$ cat src/rtl/fp_mul_pipe.sv
`default_nettype none
// ============================================================================
// Module   : fp_mul_pipe
// Brief    : 3-stage pipelined binary floating-point multiplier (RNE, DAZ/FTZ).
//            Define FP_MUL_PIPE_FLAGS_EN to build the exception-flag datapath.
// Revision : 1.0 - initial release
// ============================================================================
module fp_mul_pipe #(
    parameter int EXP_W = 8,
    parameter int MAN_W = 23
) (
    input  logic                   clk,
    input  logic                   reset,
    input  logic                   in_valid,
    output logic                   in_ready,
    input  logic [EXP_W+MAN_W:0]   a,
    input  logic [EXP_W+MAN_W:0]   b,
    output logic                   out_valid,
    input  logic                   out_ready,
    output logic [EXP_W+MAN_W:0]   y,
    output logic [3:0]             flags
);

    localparam int W    = 1 + EXP_W + MAN_W;
    localparam int BIAS = 2**(EXP_W-1) - 1;
    localparam int c_xw = EXP_W + 2;
    localparam int c_pw = 2*MAN_W + 2;

    localparam logic [1:0] c_kind_num  = 2'd0;
    localparam logic [1:0] c_kind_zero = 2'd1;
    localparam logic [1:0] c_kind_inf  = 2'd2;
    localparam logic [1:0] c_kind_nan  = 2'd3;

    localparam logic [c_xw-1:0] c_exp_max = c_xw'((1 << EXP_W) - 1);

    logic w_stall;
    logic r_s1_valid, r_s2_valid, r_out_valid;
    logic [W-1:0] r_y;

    assign w_stall   = r_out_valid & ~out_ready;
    assign in_ready  = ~w_stall;
    assign out_valid = r_out_valid;
    assign y         = r_y;

    // ---------------- S1: unpack / classify ----------------
    logic             w_a_sign, w_b_sign;
    logic [EXP_W-1:0] w_a_exp, w_b_exp;
    logic [MAN_W-1:0] w_a_man, w_b_man;
    logic             w_a_zero, w_b_zero, w_a_inf, w_b_inf, w_a_nan, w_b_nan;
    logic             w_inf_x_zero;
    logic [1:0]       w_kind;

    assign {w_a_sign, w_a_exp, w_a_man} = a;
    assign {w_b_sign, w_b_exp, w_b_man} = b;

    // Subnormals collapse into zero here, so exp==0 alone means zero.
    assign w_a_zero = (w_a_exp == '0);
    assign w_b_zero = (w_b_exp == '0);
    assign w_a_inf  = (&w_a_exp) & ~(|w_a_man);
    assign w_b_inf  = (&w_b_exp) & ~(|w_b_man);
    assign w_a_nan  = (&w_a_exp) & (|w_a_man);
    assign w_b_nan  = (&w_b_exp) & (|w_b_man);
    assign w_inf_x_zero = (w_a_inf & w_b_zero) | (w_b_inf & w_a_zero);

    always_comb begin
        w_kind = c_kind_num;
        if (w_a_nan | w_b_nan | w_inf_x_zero)
            w_kind = c_kind_nan;
        else if (w_a_inf | w_b_inf)
            w_kind = c_kind_inf;
        else if (w_a_zero | w_b_zero)
            w_kind = c_kind_zero;
    end

    logic            r_s1_sign;
    logic [c_xw-1:0] r_s1_exp;
    logic [MAN_W:0]  r_s1_ma, r_s1_mb;
    logic [1:0]      r_s1_kind;

    // ---------------- S2: significand product ----------------
    logic            r_s2_sign;
    logic [c_xw-1:0] r_s2_exp;
    logic [c_pw-1:0] r_s2_prod;
    logic [1:0]      r_s2_kind;

    always_ff @(posedge clk) begin
        if (!w_stall) begin
            r_s1_sign <= w_a_sign ^ w_b_sign;
            r_s1_exp  <= c_xw'(w_a_exp) + c_xw'(w_b_exp) - c_xw'(BIAS);
            r_s1_ma   <= {1'b1, w_a_man};
            r_s1_mb   <= {1'b1, w_b_man};
            r_s1_kind <= w_kind;
            r_s2_sign <= r_s1_sign;
            r_s2_exp  <= r_s1_exp;
            r_s2_prod <= c_pw'(r_s1_ma) * c_pw'(r_s1_mb);
            r_s2_kind <= r_s1_kind;
        end
    end

    // ---------------- S3: normalise / round / pack ----------------
    logic             w_norm, w_guard, w_sticky, w_round_up;
    logic [MAN_W-1:0] w_man;
    logic [MAN_W:0]   w_man_rnd;
    logic [c_xw-1:0]  w_exp_fin;
    logic             w_ovf, w_udf;
    logic [W-1:0]     w_y;

    assign w_norm = r_s2_prod[c_pw-1];

    always_comb begin
        w_man    = r_s2_prod[2*MAN_W-1 -: MAN_W];
        w_guard  = r_s2_prod[MAN_W-1];
        w_sticky = |r_s2_prod[MAN_W-2:0];
        if (w_norm) begin
            w_man    = r_s2_prod[2*MAN_W -: MAN_W];
            w_guard  = r_s2_prod[MAN_W];
            w_sticky = |r_s2_prod[MAN_W-1:0];
        end
    end

    assign w_round_up = w_guard & (w_sticky | w_man[0]);
    assign w_man_rnd  = {1'b0, w_man} + {{MAN_W{1'b0}}, w_round_up};
    // A carry out of rounding leaves the stored mantissa at zero; only the exponent moves.
    assign w_exp_fin  = r_s2_exp + c_xw'(w_norm) + c_xw'(w_man_rnd[MAN_W]);
    assign w_ovf      = ($signed(w_exp_fin) >= $signed(c_exp_max));
    assign w_udf      = w_exp_fin[c_xw-1] | (w_exp_fin == '0);

    always_comb begin
        w_y = {r_s2_sign, w_exp_fin[EXP_W-1:0], w_man_rnd[MAN_W-1:0]};
        case (r_s2_kind)
            c_kind_nan:  w_y = {1'b0, {EXP_W{1'b1}}, 1'b1, {(MAN_W-1){1'b0}}};
            c_kind_inf:  w_y = {r_s2_sign, {EXP_W{1'b1}}, {MAN_W{1'b0}}};
            c_kind_zero: w_y = {r_s2_sign, {(W-1){1'b0}}};
            default: begin
                if (w_ovf)
                    w_y = {r_s2_sign, {EXP_W{1'b1}}, {MAN_W{1'b0}}};
                else if (w_udf)
                    w_y = {r_s2_sign, {(W-1){1'b0}}};
            end
        endcase
    end

    always_ff @(posedge clk) begin
        if (reset) begin
            r_s1_valid  <= 1'b0;
            r_s2_valid  <= 1'b0;
            r_out_valid <= 1'b0;
            r_y         <= '0;
        end else if (!w_stall) begin
            r_s1_valid  <= in_valid;
            r_s2_valid  <= r_s1_valid;
            r_out_valid <= r_s2_valid;
            if (r_s2_valid)
                r_y <= w_y;
        end
    end

`ifdef FP_MUL_PIPE_FLAGS_EN
    logic       w_invalid;
    logic       r_s1_invalid, r_s2_invalid;
    logic [3:0] w_flags, r_flags;

    // Only signalling NaNs (quiet bit clear) raise invalid; quiet NaNs pass silently.
    assign w_invalid = w_inf_x_zero
                     | (w_a_nan & ~w_a_man[MAN_W-1])
                     | (w_b_nan & ~w_b_man[MAN_W-1]);

    always_comb begin
        w_flags = 4'b0000;
        case (r_s2_kind)
            c_kind_nan: w_flags[3] = r_s2_invalid;
            c_kind_num: begin
                if (w_ovf)
                    w_flags = 4'b0101;
                else if (w_udf)
                    w_flags = 4'b0011;
                else
                    w_flags[0] = w_guard | w_sticky;
            end
            default: w_flags = 4'b0000;
        endcase
    end

    always_ff @(posedge clk) begin
        if (reset) begin
            r_flags <= 4'b0000;
        end else if (!w_stall) begin
            r_s1_invalid <= w_invalid;
            r_s2_invalid <= r_s1_invalid;
            if (r_s2_valid)
                r_flags <= w_flags;
        end
    end

    assign flags = r_flags;
`else
    assign flags = 4'b0000;
`endif

endmodule
`default_nettype wire

$ cat config.mk
export PLATFORM = sky130hd
export DESIGN_NAME = fp_mul_pipe
export DESIGN_NICKNAME = d
export VERILOG_FILES = /design/src/rtl/fp_mul_pipe.sv
export SDC_FILE = /design/constraint.sdc
export NUM_CORES = 2
export LEC_CHECK = 0
export ABC_CLOCK_PERIOD_IN_PS = 15450
export CORE_UTILIZATION = 45
export CTS_CLUSTER_DIAMETER = 200
export DETAILED_ROUTE_END_ITERATION = 6
export GPL_TIMING_DRIVEN = 0
export MAX_ROUTING_LAYER = met4
export PLACE_DENSITY = 0.61
export SETUP_SLACK_MARGIN = 0.2
export SYNTH_ARGS = -nofsm -noshare
export SYNTH_HDL_FRONTEND = slang
export SYNTH_SLANG_ARGS = --single-unit
export TNS_END_PERCENT = 1
$ cat constraint.sdc
create_clock -name clk -period 15.45 [get_ports clk]
set_clock_uncertainty 0.15 [all_clocks]
set_input_delay 3.09 -clock clk [delete_from_list [all_inputs] [get_ports clk]]
set_output_delay 3.09 -clock clk [all_outputs]
set_load 0.02 [all_outputs]
==> flow_summary.json <==
{
  "slew_headroom_pct": 27.5,
  "fin_crit_ps": 8940,
  "cpLargestDelayFamily": "adder cells",
  "cts_setup_buffers": 0,
  "violations": "design-rule violations",
  "maxCapViolCount": 0,
  "hold_path.class": "flop to flop",
  "vias_per_cell": 5.33,
  "placementRows": 87,
  "cts-root-buf": "clkbuf_16",
  "hold_buffers": 0,
  "ys.flop_type": "edfxtp_1",
  "fin_nets": 3584,
  "clk_latency_ps": 500,
  "avgSynthCellArea_um2": 9.44,
  "hold_viol": 0,
  "status": "finished with violations",
  "path_class": "flop to flop",
  "synthCells": 2718,
  "die_h_um": 241,
  "start_util_pct": 45.5,
  "yosysMostFrequentCell": "inv_1",
  "first_pass_iters": 7,
  "grt_max_degree": 63,
  "cp_slowest_cell": "clkbuf_1",
  "clkTransAtPathRegs_ps": 80,
  "dieWidth_um": 241,
  "drive_above_1_share_pct": 2.63,
  "setup_viol": 0,
  "drtIter0Drc": 1396,
  "antenna_found_initial": 4,
  "cts.htree.levels": 4,
  "gp_congestion": 1.01,
  "ant_nets": 0,
  "synth_edf_count": 120,
  "ys_seq_elements": 155,
  "critPathBufInv": 6,
  "synth.area.top_cells": "fa_1 (38%), edfxtp_1 (14%), ha_1 (9.3%), inv_1 (8.9%), and2_1 (6.0%)",
  "grt_pass1_wl_um": 124000,
  "worst_slew_pin_slew_ps": 1080,
  "rsz0062_at_grt": "false",
  "slew_viol_final": 0,
  "cts_tree": "done",
  "design_area_mm2": 0.0283,
  "crit_path_end_kind": "flop",
  "path_cells": "clkbuf_1 -> nand2_1 -> fa_1 -> inv_1 -> fa_1 -> inv_1 -> fa_1 -> fa_1 -> inv_1 -> fa_1 -> fa_1 -> inv_1 -> fa_1 -> inv_1 -> ha_1 -> a211oi_1 -> o21ai_0 -> a221oi_1 -> a211oi_2 -> a21o_1 -> o21ai_0 -> nand3_1 -> o311ai_1",
  "port_buffers": 100,
  "core_mm2": 0.0564,
  "fmax_mhz": 112,
  "via_count": 19300,
  "clock_sinks": 155,
  "finalCritPeriodShare_pct": 57.9,
  "synthArstFlopShare_pct": 0,
  "cts.path.max_buffers": 2,
  "ys_warn_count": 0,
  "wl_per_cell_um": 22.6,
  "synth_top_cell_area_share_pct": 37.8,
  "ys_seq_area_share_pct": 16.8,
  "syn2layout_area_growth_pct": 10.4,
  "die_area_mm2": 0.0580,
  "cp-start-kind": "flop",
  "cp.required_ps": 15570,
  "grt_pass1_vias": 20100,
  "cp_common_cell": "fa_1",
  "synth.largest_area_cell": "fa_1",
  "cts_buffers": 17,
  "fin_setup_tns_ps": 0,
  "critPathMaxStageDelay_ps": 820,
  "ios": 106,
  "grt_overflow": 0,
  "cp_data_arrival_time_ps": 9060,
  "whs_ps": 265,
  "routed_wl_um": 81600,
  "dpl.hpwl_um": 67200,
  "synthTopCellsByCount": "inv_1 (608), fa_1 (484), nand2_1 (344), and2_1 (246), ha_1 (190)",
  "cts_resized": 0,
  "cp_max_fo": 10,
  "drc": 1,
  "synth_cell_types": 74,
  "placed_area_mm2": 0.0277,
  "syn_area_mm2": 0.0257,
  "grtUsageTotal_pct": 30.6
}
[through the flow]
stage,util [%],worst slack [ps],instances
after floorplan,-,5470,2721
after global placement,49.0,2400,3577
after detailed placement,49.1,6650,3579
after CTS,50.2,6630,3611
after global routing,50.2,6170,3614
final,50.2,6510,3616
[final timing paths]
path	cells after the start	slack, ps	end	from
max	23	6510	r_s2_prod[40]$_DFFE_PN_	r_s1_ma[16]$_DFFE_PN_
min	0	260	r_s2_exp[5]$_DFFE_PN_	r_s1_exp[5]$_DFFE_PN_
max reg2reg	23	6510	r_s2_prod[40]$_DFFE_PN_	r_s1_ma[16]$_DFFE_PN_
min reg2reg	0	260	r_s2_exp[5]$_DFFE_PN_	r_s1_exp[5]$_DFFE_PN_
[cells in the final DEF (no fill, tap or decap), drive strengths merged, types with 5 or more instances in the layout]
cell type and n:
inv 619, fa 484, nand2 344, and2 247, ha 190, clkbuf 127
edfxtp 120, clkdlybuf4s50 100, nor2 97, a21oi 84, xnor2 54, nand3 41
o21ai 40, dfxtp 35, xor2 30, nor4 24, nand4 21, a211oi 18
nor3 17, buf 17, o2111ai 14, a21o 12, mux2i 11, nand2b 9
nor2b 9, o21bai 8, o211ai 7, or3 7, clkinv 7, a31oi 6
diode 5, or2 5
[worst register-to-register path: stages, from the launching register on]
cell and delay, ps:
edfxtp_1 730, clkbuf_1 830, nand2_1 190, fa_1 600, inv_1 60, fa_1 580
inv_1 90, fa_1 510, fa_1 520, inv_1 60, fa_1 490, fa_1 520
inv_1 60, fa_1 550, inv_1 70, ha_1 360, a211oi_1 210, o21ai_0 140
a221oi_1 740, a211oi_2 280, a21o_1 270, o21ai_0 430, nand3_1 140, o311ai_1 140
[cell families (layout without fill, tap and decap cells)]
kind of cell | count (synthesis) | after routing | synth area share [%]
other | 1 | 9 | 0.0146
AND/OR/NAND/NOR | 833 | 833 | 16.1
AO/OA/AOI/OAI | 220 | 220 | 5.51
buffers and inverters | 736 | 870 | 11.1
multiplexers | 15 | 15 | 0.619
adder cells (fa/ha/maj) | 674 | 674 | 47.0
XOR/XNOR | 84 | 84 | 2.87
flip-flops | 155 | 155 | 16.8
[flip-flops by register name (all words and copies together), names as in the netlist]
register,flops
r_s2_kind,2
out_valid,1
r_s2_exp,10
r_s1_sign,1
r_s1_kind,2
r_s1_exp,10
r_s1_valid,1
r_s1_mb,23
r_s2_prod,48
r_s1_ma,23
y,32
r_s2_sign,1
r_s2_valid,1
[layout make-up]
type,instances,area [µm²]
plain buffers,125,553
diodes,5,12.5
flip-flops and latches,155,4300
fillers,5369,28100
inverters,611,2290
clock buffers,17,425
well taps,756,946
clock inverters,15,201
repair buffers,102,1060
multi-input cells,1830,18500
[layer usage]
metal	global-route usage, %	vias to the layer above	wire length, µm
met4	12.0	0	3150
met2	45.0	763	36200
met1	41.5	9832	35500
met3	6.07	137	6700
li1	-	8553	-
met5	-	-	0
Power is left out: the tool's default activity adds up to more than one toggle a clock period on the data nets, which glitch-free logic cannot reach.
